File: config.mk
export PLATFORM = sky130hd
export DESIGN_NAME = muldiv_unit
export DESIGN_NICKNAME = d
export VERILOG_FILES = /design/src/rtl/muldiv_unit.sv
export SDC_FILE = /design/constraint.sdc
export NUM_CORES = 1
export LEC_CHECK = 0
export ABC_AREA = 1
export ABC_CLOCK_PERIOD_IN_PS = 4300
export CORE_MARGIN = 1
export CORE_UTILIZATION = 63
export DETAILED_ROUTE_END_ITERATION = 7
export PLACE_DENSITY = 0.91
export SYNTH_ARGS = -nofsm -noshare
export SYNTH_HDL_FRONTEND = slang
export SYNTH_SLANG_ARGS = --single-unit
File: constraint.sdc
create_clock -name clk -period 4.3 [get_ports clk]
set_input_delay 0.645 -clock clk [delete_from_list [all_inputs] [get_ports clk]]
set_output_delay 0.645 -clock clk [all_outputs]
set_load 0.01 [all_outputs]
File: src/rtl/muldiv_unit.sv
// Multi-cycle unsigned multiply/divide unit: shift-add MUL (L*A->HL) and restoring DIV
// (HL/A -> {rem, quo}), retiring STEP bits per cycle behind a start/busy/done handshake.
module muldiv_unit #(
  parameter int WIDTH = 8,
  parameter int STEP  = 1
) (
  input  logic                 clk,
  input  logic                 reset_n,
  input  logic                 start,
  input  logic                 op,
  input  logic [2*WIDTH-1:0]   A,
  input  logic [WIDTH-1:0]     B,
  output logic                 busy,
  output logic                 done,
  output logic                 div_zero,
  output logic [2*WIDTH-1:0]   R,
  output logic [3:0]           flags
);

  localparam int W2 = 2 * WIDTH;
  localparam int N  = WIDTH / STEP;
  localparam int CW = $clog2(N + 1);

  typedef enum logic [1:0] {
    ST_IDLE,
    ST_RUN,
    ST_DONE
  } state_t;

  state_t          state_reg, state_next;
  logic [CW-1:0]   cnt_reg;
  logic            op_reg;
  logic [W2-1:0]   work_reg;   // MUL: accumulator; DIV: {partial remainder, quotient}
  logic [W2-1:0]   aux_reg;    // MUL: shifted multiplicand; DIV: divisor in low half
  logic [WIDTH-1:0] mplr_reg;
  logic [W2-1:0]   r_reg;
  logic [3:0]      flags_reg;
  logic            div_zero_reg;

  logic accept, err_zero, err_ovf, last_step;

  // Next-state and accept decode
  always_comb begin
    state_next = state_reg;
    accept     = 1'b0;
    err_zero   = 1'b0;
    err_ovf    = 1'b0;
    last_step  = 1'b0;
    case (state_reg)
      ST_IDLE, ST_DONE: begin
        if (state_reg == ST_DONE) state_next = ST_IDLE;
        if (start) begin
          accept = 1'b1;
          if (op && (B == '0)) begin
            err_zero   = 1'b1;
            state_next = ST_DONE;
          end else if (op && (A[W2-1:WIDTH] >= B)) begin
            err_ovf    = 1'b1;
            state_next = ST_DONE;
          end else begin
            state_next = ST_RUN;
          end
        end
      end
      ST_RUN: begin
        if (cnt_reg == CW'(1)) begin
          last_step  = 1'b1;
          state_next = ST_DONE;
        end
      end
      default: state_next = ST_IDLE;
    endcase
  end

  always_ff @(posedge clk or negedge reset_n) begin
    if (!reset_n) state_reg <= ST_IDLE;
    else          state_reg <= state_next;
  end

  // Per-cycle datapath: a chain of STEP single-bit stages for each operation
  logic [W2-1:0]    mul_acc_c [0:STEP];
  logic [W2-1:0]    mul_mc_c  [0:STEP];
  logic [WIDTH-1:0] mul_mp_c  [0:STEP];
  logic [WIDTH-1:0] div_rem_c [0:STEP];
  logic [WIDTH-1:0] div_quo_c [0:STEP];
  logic [WIDTH-1:0] divisor;

  assign mul_acc_c[0] = work_reg;
  assign mul_mc_c[0]  = aux_reg;
  assign mul_mp_c[0]  = mplr_reg;
  assign div_rem_c[0] = work_reg[W2-1:WIDTH];
  assign div_quo_c[0] = work_reg[WIDTH-1:0];
  assign divisor      = aux_reg[WIDTH-1:0];

  genvar gi;
  generate
    for (gi = 0; gi < STEP; gi++) begin : g_step
      logic [WIDTH:0] ext;
      logic           ge;
      assign mul_acc_c[gi+1] = mul_acc_c[gi] + (mul_mp_c[gi][0] ? mul_mc_c[gi] : '0);
      assign mul_mc_c[gi+1]  = mul_mc_c[gi] << 1;
      assign mul_mp_c[gi+1]  = mul_mp_c[gi] >> 1;
      // W+1 bit trial remainder; the difference always fits W bits since rem < divisor
      assign ext             = {div_rem_c[gi], div_quo_c[gi][WIDTH-1]};
      assign ge              = (ext >= {1'b0, divisor});
      assign div_rem_c[gi+1] = ge ? (ext[WIDTH-1:0] - divisor) : ext[WIDTH-1:0];
      assign div_quo_c[gi+1] = {div_quo_c[gi][WIDTH-2:0], ge};
    end
  endgenerate

  logic [W2-1:0] step_result;
  logic [3:0]    res_flags;

  assign step_result = op_reg ? {div_rem_c[STEP], div_quo_c[STEP]} : mul_acc_c[STEP];

  always_comb begin
    if (op_reg) res_flags = {step_result[WIDTH-1], 2'b00, (step_result[WIDTH-1:0] == '0)};
    else        res_flags = {step_result[W2-1], 2'b00, (step_result == '0)};
  end

  always_ff @(posedge clk or negedge reset_n) begin
    if (!reset_n) begin
      cnt_reg      <= '0;
      op_reg       <= 1'b0;
      work_reg     <= '0;
      aux_reg      <= '0;
      mplr_reg     <= '0;
      r_reg        <= '0;
      flags_reg    <= '0;
      div_zero_reg <= 1'b0;
    end else begin
      div_zero_reg <= 1'b0;
      if (accept) begin
        op_reg   <= op;
        cnt_reg  <= CW'(N);
        work_reg <= op ? A : '0;
        aux_reg  <= op ? {{WIDTH{1'b0}}, B} : {{WIDTH{1'b0}}, A[WIDTH-1:0]};
        mplr_reg <= B;
        if (err_zero || err_ovf) begin
          r_reg        <= A;
          flags_reg    <= err_ovf ? 4'b0100 : 4'b0000;
          div_zero_reg <= err_zero;
        end
      end else if (state_reg == ST_RUN) begin
        cnt_reg  <= cnt_reg - CW'(1);
        work_reg <= step_result;
        aux_reg  <= op_reg ? aux_reg : mul_mc_c[STEP];
        mplr_reg <= mul_mp_c[STEP];
        if (last_step) begin
          r_reg     <= step_result;
          flags_reg <= res_flags;
        end
      end
    end
  end

  assign busy     = (state_reg == ST_RUN);
  assign done     = (state_reg == ST_DONE);
  assign div_zero = div_zero_reg;
  assign R        = r_reg;
  assign flags    = flags_reg;

endmodule

== After elaboration in Yosys (flattened, before gate mapping) ==
Index checks and enable logic that the tools add are counted.
Word-level totals
  flip-flop bits (word level): 68
  input bits: 28
  output and inout port bits: 23
  word-level logic and storage cells: 77
Cells by class
  $add $sub $neg: 3
  order comparisons: 2
  eq/ne operators: 7
  mux-type cells: 43
  reductions and logical operators: 13
Operator list (number)
  $mux 16: 12
  $mux 8: 4
  $mux 4: 7
  $add 16x16->16: 1
  $logic_not 16->1: 1
  $logic_not 8->1: 2
  $mux 1: 13
  $mux 2: 5
  $ge 9x8->1: 1
  $ge 8x8->1: 1
  $sub 8x8->8: 1
  $ne 2x1->1 const B: 3
  $eq 4x1->1 const B: 1
  $pmux 2 s2: 1
  $reduce_and 2->1: 2
  $reduce_bool 2->1: 2
  $sub 4x1->4 const B: 1
  $mux 3: 1
  $ne 3x3->1 const B: 1
  $reduce_and 3->1: 1
  $eq 2x1->1 const B: 1
  $eq 2x2->1 const B: 1
  $logic_and 1x1->1: 2
  $logic_not 2->1: 1
  2 further kinds: 2

== Depth between registers and ports, before layout ==
Gate-level depths: netlist of the first run.
  depth in word-level cells: 9
  gate-level depth with buffers: 21
  gate-level depth less buffers: 19

== Worst setup path after synthesis of the first run ==
OpenSTA, ideal clock, no wires.
  path type: register to register
  from: register mplr_reg[0]
  to: register flags_reg[0] (netlist: flags[0])
  library setup time: 0.065 ns
  data arrival time: 2.226 ns
  data required time: 4.235 ns
  path slack: 2.009 ns
  stages on the path, launching flop included: 16
  path buffers: 1
  period minus slack after synthesis: 2.291 ns
  cells stage by stage: dfrtp_1 > buf_2 > nand2_1 > inv_1 > ha_1 > fa_1 > nand3_1 > nand3_1 > or2_2 > nand3_1 > nand2_1 > nor3_1 > nand3_1 > nor3_1 > nand2_1 > nand2_1
On the way
  longest elaborated chain between the ends: 8
  elaborated cells on any way between the ends: 9
  those cells by class: 1 x add/sub; 6 x mux; 2 x reduce/logical
RTL lines
  from (decl): RTL line 35  | logic [WIDTH-1:0] mplr_reg;
  from (signal assigned): RTL line 148  | mplr_reg <= mul_mp_c[STEP];
  $mux 16 (*): RTL line 100  | assign mul_acc_c[gi+1] = mul_acc_c[gi] + (mul_mp_c[gi][0] ? mul_mc_c[gi] : '0);
  $add 16x16->16 (*): RTL line 100
  $mux 16 (*): RTL line 114  | assign step_result = op_reg ? {div_rem_c[STEP], div_quo_c[STEP]} : mul_acc_c[STEP];
  $logic_not 16->1 / $logic_not 8->1 (equally long branches): RTL line 118, 117
  $mux 4 (*): RTL line 117  | if (op_reg) res_flags = {step_result[WIDTH-1], 2'b00, (step_result[WIDTH-1:0] == '0)};
  $mux 4 (*): RTL line 149  | if (last_step) begin
  $mux 4 (*): RTL line 144  | end else if (state_reg == ST_RUN) begin
  $mux 4 (*): RTL line 133  | if (accept) begin
  to (signal assigned): RTL line 141  | flags_reg <= err_ovf ? 4'b0100 : 4'b0000;
  to (signal assigned): RTL line 151  | flags_reg <= res_flags;
  to (decl): RTL line 37  | logic [3:0] flags_reg;
Every way passes the cells marked *; elsewhere a longest branch is shown, timed or not. The select of a mux whose other input is x is not followed.
A chain may end at the register's enable or synchronous reset.

== Worst setup path in the final report of the first run ==
  from: input port B[6]
  to: register r_reg[6] (netlist: R[6])
On the way
  longest elaborated chain between the ends: 9
  elaborated cells on any way between the ends: 14
  those cells by class: 1 x order compare; 1 x eq/ne; 7 x mux; 5 x reduce/logical
RTL lines
  from (decl): RTL line 12  | input logic [WIDTH-1:0] B,
  $ge 8x8->1: RTL line 57  | end else if (op && (A[W2-1:WIDTH] >= B)) begin
  $logic_and 1x1->1: RTL line 57
  $mux 1: RTL line 57
  $mux 1: RTL line 54  | if (op && (B == '0)) begin
  $mux 1: RTL line 52  | if (start) begin
  $mux 1: RTL line 49  | case (state_reg)
  $logic_or 1x1->1 (*): RTL line 139  | if (err_zero || err_ovf) begin
  $ne 2x1->1 (no source line) (*)
  $reduce_and 3->1 (no source line) (*)
  to (signal assigned): RTL line 150  | r_reg <= step_result;
  to (decl): RTL line 36  | logic [W2-1:0] r_reg;
Every way passes the cells marked *; elsewhere a longest branch is shown, timed or not.

==> results of run 1 <==
-- synthesized netlist by cell type (all sizes together) (3+ instances only) --
cell      n  area share [%]
a21oi    37             3.6
a22oi     3            0.43
a31oi    22             2.7
buf      16             1.6
clkbuf   10            0.72
dfrtp    67              32
ha       33             8.0
inv     122             8.8
nand2   221              16
nand3    47             5.3
nand4     9             1.4
nor2     94             7.4
nor3      9            0.87
o21ai    53             5.1
o22ai     9             1.1
or2       7            0.85
-- logic make-up after synthesis --
kind of cell,count (synthesis),synth area share [%]
AO/OA/AOI/OAI,129,14.0
XOR/XNOR,3,0.507
adder cells (fa/ha/maj),35,8.74
buffers and inverters,150,11.3
flip-flops,67,32.4
multiplexers,1,0.193
other,1,0.0724
AND/OR/NAND/NOR,392,32.8
-- through the flow --
stage          instances  setup WS [ps]  cell area (sq um)  total power (uW)
3_3_place_gp         910           1250               5730              4510
5_1_grt              926           1040               5950              5810
3_5_place_dp         910           1100               5730              4630
4_1_cts              926           1350               5950              5270
6_report             926           1270               5950              5360
2_1_floorplan        778           2010               5180              3660
-- routing by layer --
metal | up-vias | GRT usage, % | routed length (um)
met3 | 41 | 5.01 | 1400
li1 | 2568 | - | -
met1 | 2430 | 50.5 | 6230
met5 | - | 0 | 0
met4 | 0 | 14.1 | 416
met2 | 323 | 59.0 | 6860
-- final cells by class --
type	count	area, sq um	area share [%]
well taps	102	128	2.15
flip-flops and latches	67	1680	28.2
clock inverters	7	100	1.68
clock buffers	9	124	2.08
inverters	124	465	7.82
repair buffers	56	538	9.04
multi-input cells	561	2920	49.0
-- power by group --
part	internal, uW	switching (uW)	leakage [uW]
sequential	938	293	0.000811
combinational	1250	2270	0.00218
clock	331	275	0.000108
-- path summary, 6_finish.rpt --
path / start / to / slack, ps / cells past startpoint
worst max-delay path: B[6] / R[6]$_DFFE_PN0P_ / 1270 / 13
worst min-delay path: reset_n / work_reg[12]$_DFFE_PN0P_ / 440 / 1
worst max register to register: mplr_reg[0]$_DFFE_PN0P_ / flags[0]$_DFFE_PN0P_ / 1470 / 14
worst min register to register: flags[0]$_DFFE_PN0P_ / flags[0]$_DFFE_PN0P_ / 500 / 2
max in group asynchronous: reset_n / op_reg$_DFFE_PN0P_ / 2940 / 2
min in group clk: flags[0]$_DFFE_PN0P_ / flags[0]$_DFFE_PN0P_ / 500 / 2
==> reports/summary.md, run 1 <==
The tools report the max-capacitance violation count as 0. The run gives 0 as the post-cts sizing count. The count of endpoints failing hold in the final timing report was 0. The critical path contains buffers and inverters numbering 3 combined. After clock tree synthesis, the setup repair step added 0 buffers. The number of antenna diodes in the final layout is 0.

In this run the cell area of the synthesized design comes to 5180 sq um. After clock tree synthesis, the flow added hold-fix buffers numbering 0. The first global-routing pass estimated 24400 um of wire.

TritonCTS built the clock tree. Among all flip-flop cells after synthesis, the most frequent one is dfrtp_1. Dividing the final minimum period by the clock period gives 70.6%.

The layout-stage area growth over the synthesis result works out to 14.8%. Walking the worst path, the cells encountered are clkdlybuf4s50_1 -> inv_1 -> ha_1 -> nand2_1 -> nor2_1 -> nand4_1 -> o2111ai_1 -> nand2_1 -> nand2_1 -> nand2_1 -> inv_2 -> o21ai_0 -> nand2_1. The number of different library cells used by synthesis comes to 43. For this design the top-level I/O count stands at 51. Of all nets on the critical path, the largest fanout is 25. The tools report the synthesized instance count as 778. Based on the critical path, the design can be clocked at up to 0.330 GHz. Cells fill 75.8% of the core in the end.

The floorplan step defined a die boundary enclosing 8590 sq um. Detailed placement ended at an HPWL of 11100 um. The leading cell type in the layout, fill and taps excluded is nand2_1. The average via count per standard cell works out to 5.79. In this design, the largest share of critical-path delay is due to buffers and inverters.

At the end of routability-driven placement, the weighted congestion stood at 0.943. The clock sink count was 67. The number of global-route vias before repair is 5107.

The share of synthesized flip-flops with an asynchronous set or reset is 100%, and the clock-pin slew of the registers on the worst-case setup and hold paths is 90 ps. For the worst setup path, the data required time is 4600 ps. The routed layout has 5362 vias.

The number of clock buffers added by TritonCTS is 9. For this run, the slowest stage of the critical path takes 560 ps. From bottom edge to top edge, the die measures 92.7 um. The floorplan has 32 rows. In this run the power density over the cells is 901 nW/um^2. The average wire length per cell after detail routing was 16.1 um; the later-pin clock latency in the skew report was 360 ps. Before antenna repair, the detailed router went through 6 iterations. The sequential fraction of the synthesis area is 32.4%. Each instance of the synthesized netlist takes up on average 6.66 sq um. For the pin with the worst max-slew slack, the measured transition is 979 ps. The kind of end point of the critical path is a flip-flop.

The worst setup path is launched from an input port. The number of synthesized flops with an enable pin was 0; the sum of routed wire length over all layers was 14900 um. The run gives 841 as the net count after synthesis. Once the floorplan was initialized, standard cells occupied 66.0% of the core. The tools report the core box area as 7850 sq um. The flow ran to the end, and the final reports show no timing, DRC or antenna violations. From left edge to right edge, the die measures 92.7 um. Fill cells in the final layout number 587. The post-route antenna net violation count was 0; the standby leakage power was 0.00310 uW. The setup TNS after final layout was 0 ps. The run gives 0 as the number of DRC violations after detailed routing.

The run gives 0 as the initial antenna violation count. Standard cell with the maximum stage delay on the critical path: clkdlybuf4s50_1. Critical path arrival: 3330 ps. The H-tree generated during clock tree synthesis spans 3 levels.

The run gives 0.567 mV as the maximum vdd ir drop. For this run, the post-layout net count is 882. The number of pins exceeding their max-slew limit in the final report is 0, and the count of final setup violators is 0.

The worst setup path is of the in -> reg kind. The time the final worst path needs with I/O delays and setup was 3030 ps; the warning count from the yosys run was 0. The count of input and output buffers is 49. Worst-case headroom to the max-slew limit: 34.6%. The tree is rooted in a clkbuf_8. The clock arrives with 12.6 ps of skew. The top cell types in the final layout, fill and taps aside, are nand2_1 (213), inv_1 (119), nor2_1 (85). The detailed router's first-iteration violation count came out at 613. Across every metal layer, demand over resource in global routing totals 36.7%. Among the stages of the critical path, the cell type that occurs most often is nand2_1.

Entering global routing, the biggest net connects 42 pins. For the sum of overflow across all layers after global routing, the log shows 0. The worst hold margin is 443 ps, and the largest buffer count on any clock path is 2. Setup repair after global routing left no endpoint under its margin. Worst min-delay path category: in -> async. Cells with a size suffix above 1 make up 6.80% of the layout. Counting flops and latches in the post-synthesis netlist gives 67.
Power figures use the tool's default switching activity.
==> inputs of run 2 (changes only) <==
--- a/config.mk
+++ b/config.mk
@@ -6,11 +6,11 @@
 export NUM_CORES = 1
 export LEC_CHECK = 0
 export ABC_AREA = 1
-export ABC_CLOCK_PERIOD_IN_PS = 4300
+export ABC_CLOCK_PERIOD_IN_PS = 3200
 export CORE_MARGIN = 1
-export CORE_UTILIZATION = 63
+export CORE_UTILIZATION = 58
 export DETAILED_ROUTE_END_ITERATION = 7
-export PLACE_DENSITY = 0.91
+export PLACE_DENSITY = 0.85
 export SYNTH_ARGS = -nofsm -noshare
 export SYNTH_HDL_FRONTEND = slang
 export SYNTH_SLANG_ARGS = --single-unit
==> constraint.sdc (replaced) <==
create_clock -name clk -period 3.2 [get_ports clk]
set_input_delay 0.48 -clock clk [delete_from_list [all_inputs] [get_ports clk]]
set_output_delay 0.48 -clock clk [all_outputs]
set_load 0.01 [all_outputs]
==> reports/summary.md, run 2 (same netlist as run 1, synthesis figures left out) <==
The critical path arrival is 3080 ps (-250 ps), and the maximum level of the CTS H-tree is 3 (unchanged). The run gives 8680 sq um (+11%) as the core box area. Later-pin clock latency in the skew report: 360 ps (about the same). Relative to the synthesized area, the layout overhead comes to 15.5%. The setup TNS after final layout was 0 ps (unchanged).

The final layout net count came out at 887 (+0.57%). Average wire length per cell after detail routing: 15.5 um (-3.6%). Setup repair after global routing left no endpoint under its margin.

The tools report the number of buffers created by CTS as 9 (unchanged). The post-route antenna net violation count is 0 (unchanged), and the layout cell share with drive strength beyond 1 is 7.24% (+0.44 points). The run gives 67 (unchanged) as the clock sink count. The run gives 44.3% (+9.6 points) as the worst-case headroom to the max-slew limit. The logs give 0 (unchanged) for the count of endpoints failing hold in the final timing report and 59.7% (-6.3 points) for the starting density of the core. The hold buffer count at CTS was 0 (unchanged); the detailed router's first-iteration violation count was 583 (-4.9%). The fraction of the cycle the final worst path needs was 86.6%. Startpoint type of the worst setup path: a flip-flop. The logs give 3500 ps (-1100 ps) for the required time of the worst setup path and 0 (unchanged) for the post-CTS setup buffer count.

The logs give 0 (unchanged) for the post-cts sizing count and 2920 sq um (unchanged) for the area taken by multi-input logic gates. The post-route clock skew is 10.8 ps (-1.84 ps), and the clock-pin slew of the registers on the worst-case setup and hold paths is 80 ps (about the same). The average via count per standard cell was 5.71 (-1.4%).

The vertical extent of the die was 96.5 um (+4.1%); the maximum operating frequency was 0.361 GHz. The worst path in the final design needs a cycle of 2770 ps, including I/O delays and setup. The number of global-route vias before repair came out at 4873 (-4.6%). The logs give 14500 um (-2.5%) for the sum of routed wire length over all layers and 23000 um (-5.4%) for the wire length of the first global-routing pass. The run gives 458 ps (-641 ps) as the post-placement worst setup slack. Cell count of the worst reg-to-reg path: 14 (unchanged).

Critical-path maximum fanout: 17 (-32%). For the number of DRC violations after detailed routing, the log shows 0 (unchanged). The max-capacitance violation count is 0 (unchanged), and the final critical-path setup slack is 428 ps (-838 ps). Final core utilization: 69.0% (-6.8 points).

The storage element area came out at 1680 sq um (unchanged). The run gives 68 (+62%) as the largest net degree at the start of global routing. Leaving out fill and tap cells, the most frequent cells in the layout are nand2_1 (213), inv_1 (119), nor2_1 (85).

The total power of the final layout was 7160 uW (+34%). The critical path in this run is classified as reg -> reg. The worst min-delay path category was in -> async.

The number of placed cells counting well taps came out at 921 (+1.2%). Initial antenna violation count: 0 (unchanged). Total via count in the routed design: 5350 (-0.22%). The post-detailed-placement half-perimeter wirelength is 11100 um (about the same), and the largest buffer count on any clock path is 2 (unchanged). The areal power density over the cells works out to 1200 nW/um^2 (+33%).

The overall routing resource usage is 32.9% (-3.8 points), and the maximum vdd ir drop is 0.623 mV (+9.9%). Leading cell type in the layout, fill and taps excluded: nand2_1. The root buffer cell chosen for the clock tree is clkbuf_8. The slew at the pin closest to its max-slew limit is 836 ps (-143 ps). The run gives 0.00313 uW (+0.90%) as the standby leakage power. The worst setup path is captured at a flip-flop.

The flow ran to the end, and the final reports show no timing, DRC or antenna violations. The count of input and output buffers was 49 (unchanged); the number of search-and-repair iterations in the first detailed-routing pass was 5 (-1). TritonCTS built the clock tree.

The row count was 34 (+6.3%). The run gives 0.971 (+3.0%) as the final estimated routing congestion in global placement. The logs give 0 (unchanged) for the sum of overflow across all layers after global routing and 0 (unchanged) for the count of final setup violators. The die extent in x was 96.5 um (+4.1%). The filler-free cell count of the finished design was 937 (+1.2%); the floorplan die area was 9320 sq um (+8.4%).

The count of fill cells added during filler insertion came out at 749 (+28%). The top-level I/O count came out at 51 (unchanged). For the number of pins exceeding their max-slew limit in the final report, the log shows 0 (unchanged). The antenna diode instance count is 0 (unchanged).
==> run 2: cell count changes in the layout (fill, tap and decap cells not counted) <==
cell / delta
clkinv_4: +1
clkinvlp_4: -2
buf_4: +5
clkbuf_1: +1
clkinv_2: +1
inv_8: -1
==> run 2: layer usage <==
metal | global-route usage (%) | share of wire [%]
met3 | 6.73 | 8.6
met4 | 11.0 | 2.2
met2 | 52.4 | 46
met5 | 0 | 0
met1 | 44.6 | 43
==> run 2: through the flow <==
stage / hold slack (ps) / area, sq um
5_1_grt: 378 / 5990
6_report: 299 / 5990
4_1_cts: 347 / 5990
2_1_floorplan: 184 / 5180
3_5_place_dp: 471 / 5770
3_3_place_gp: 468 / 5770
==> run 2: cell type report <==
cell class / count / area share [%]
flip-flops and latches: 67 / 28.0
repair buffers: 61 / 9.62
clock inverters: 6 / 1.46
clock buffers: 10 / 2.13
multi-input cells: 561 / 48.7
inverters: 124 / 7.78
well taps: 108 / 2.26
==> run 2: power breakdown <==
part           internal (uW)  total (uW)  switching (uW)
Combinational           1710        4720            3010
Clock                    440         793             353
Sequential              1260        1650             387
==> run 2: worst paths after layout <==
path                                    startpoint                 endpoint  slack [ps]
max in group asynchronous                  reset_n  aux_reg[14]$_DFFE_PN0P_        2350
hold reg to reg                   R[3]$_DFFE_PN0P_         R[3]$_DFFE_PN0P_         490
min in group clk                  R[3]$_DFFE_PN0P_         R[3]$_DFFE_PN0P_         490
setup / recovery           mplr_reg[0]$_DFFE_PN0P_     flags[0]$_DFFE_PN0P_         430
hold / removal                             reset_n  work_reg[6]$_DFFE_PN0P_         300
setup reg to reg           mplr_reg[0]$_DFFE_PN0P_     flags[0]$_DFFE_PN0P_         430
==> run 2: critical path: stages (launching register included) <==
cell and delay [ps]:
dfrtp_1 570, nand2_1 130, inv_1 50, ha_1 200, fa_1 420, nand3_1 120
nand3_1 120, or2_2 290, nand3_1 90, nand2_1 80, nor3_1 210, nand3_1 120
nor3_1 160, nand2_1 90, nand2_1 60
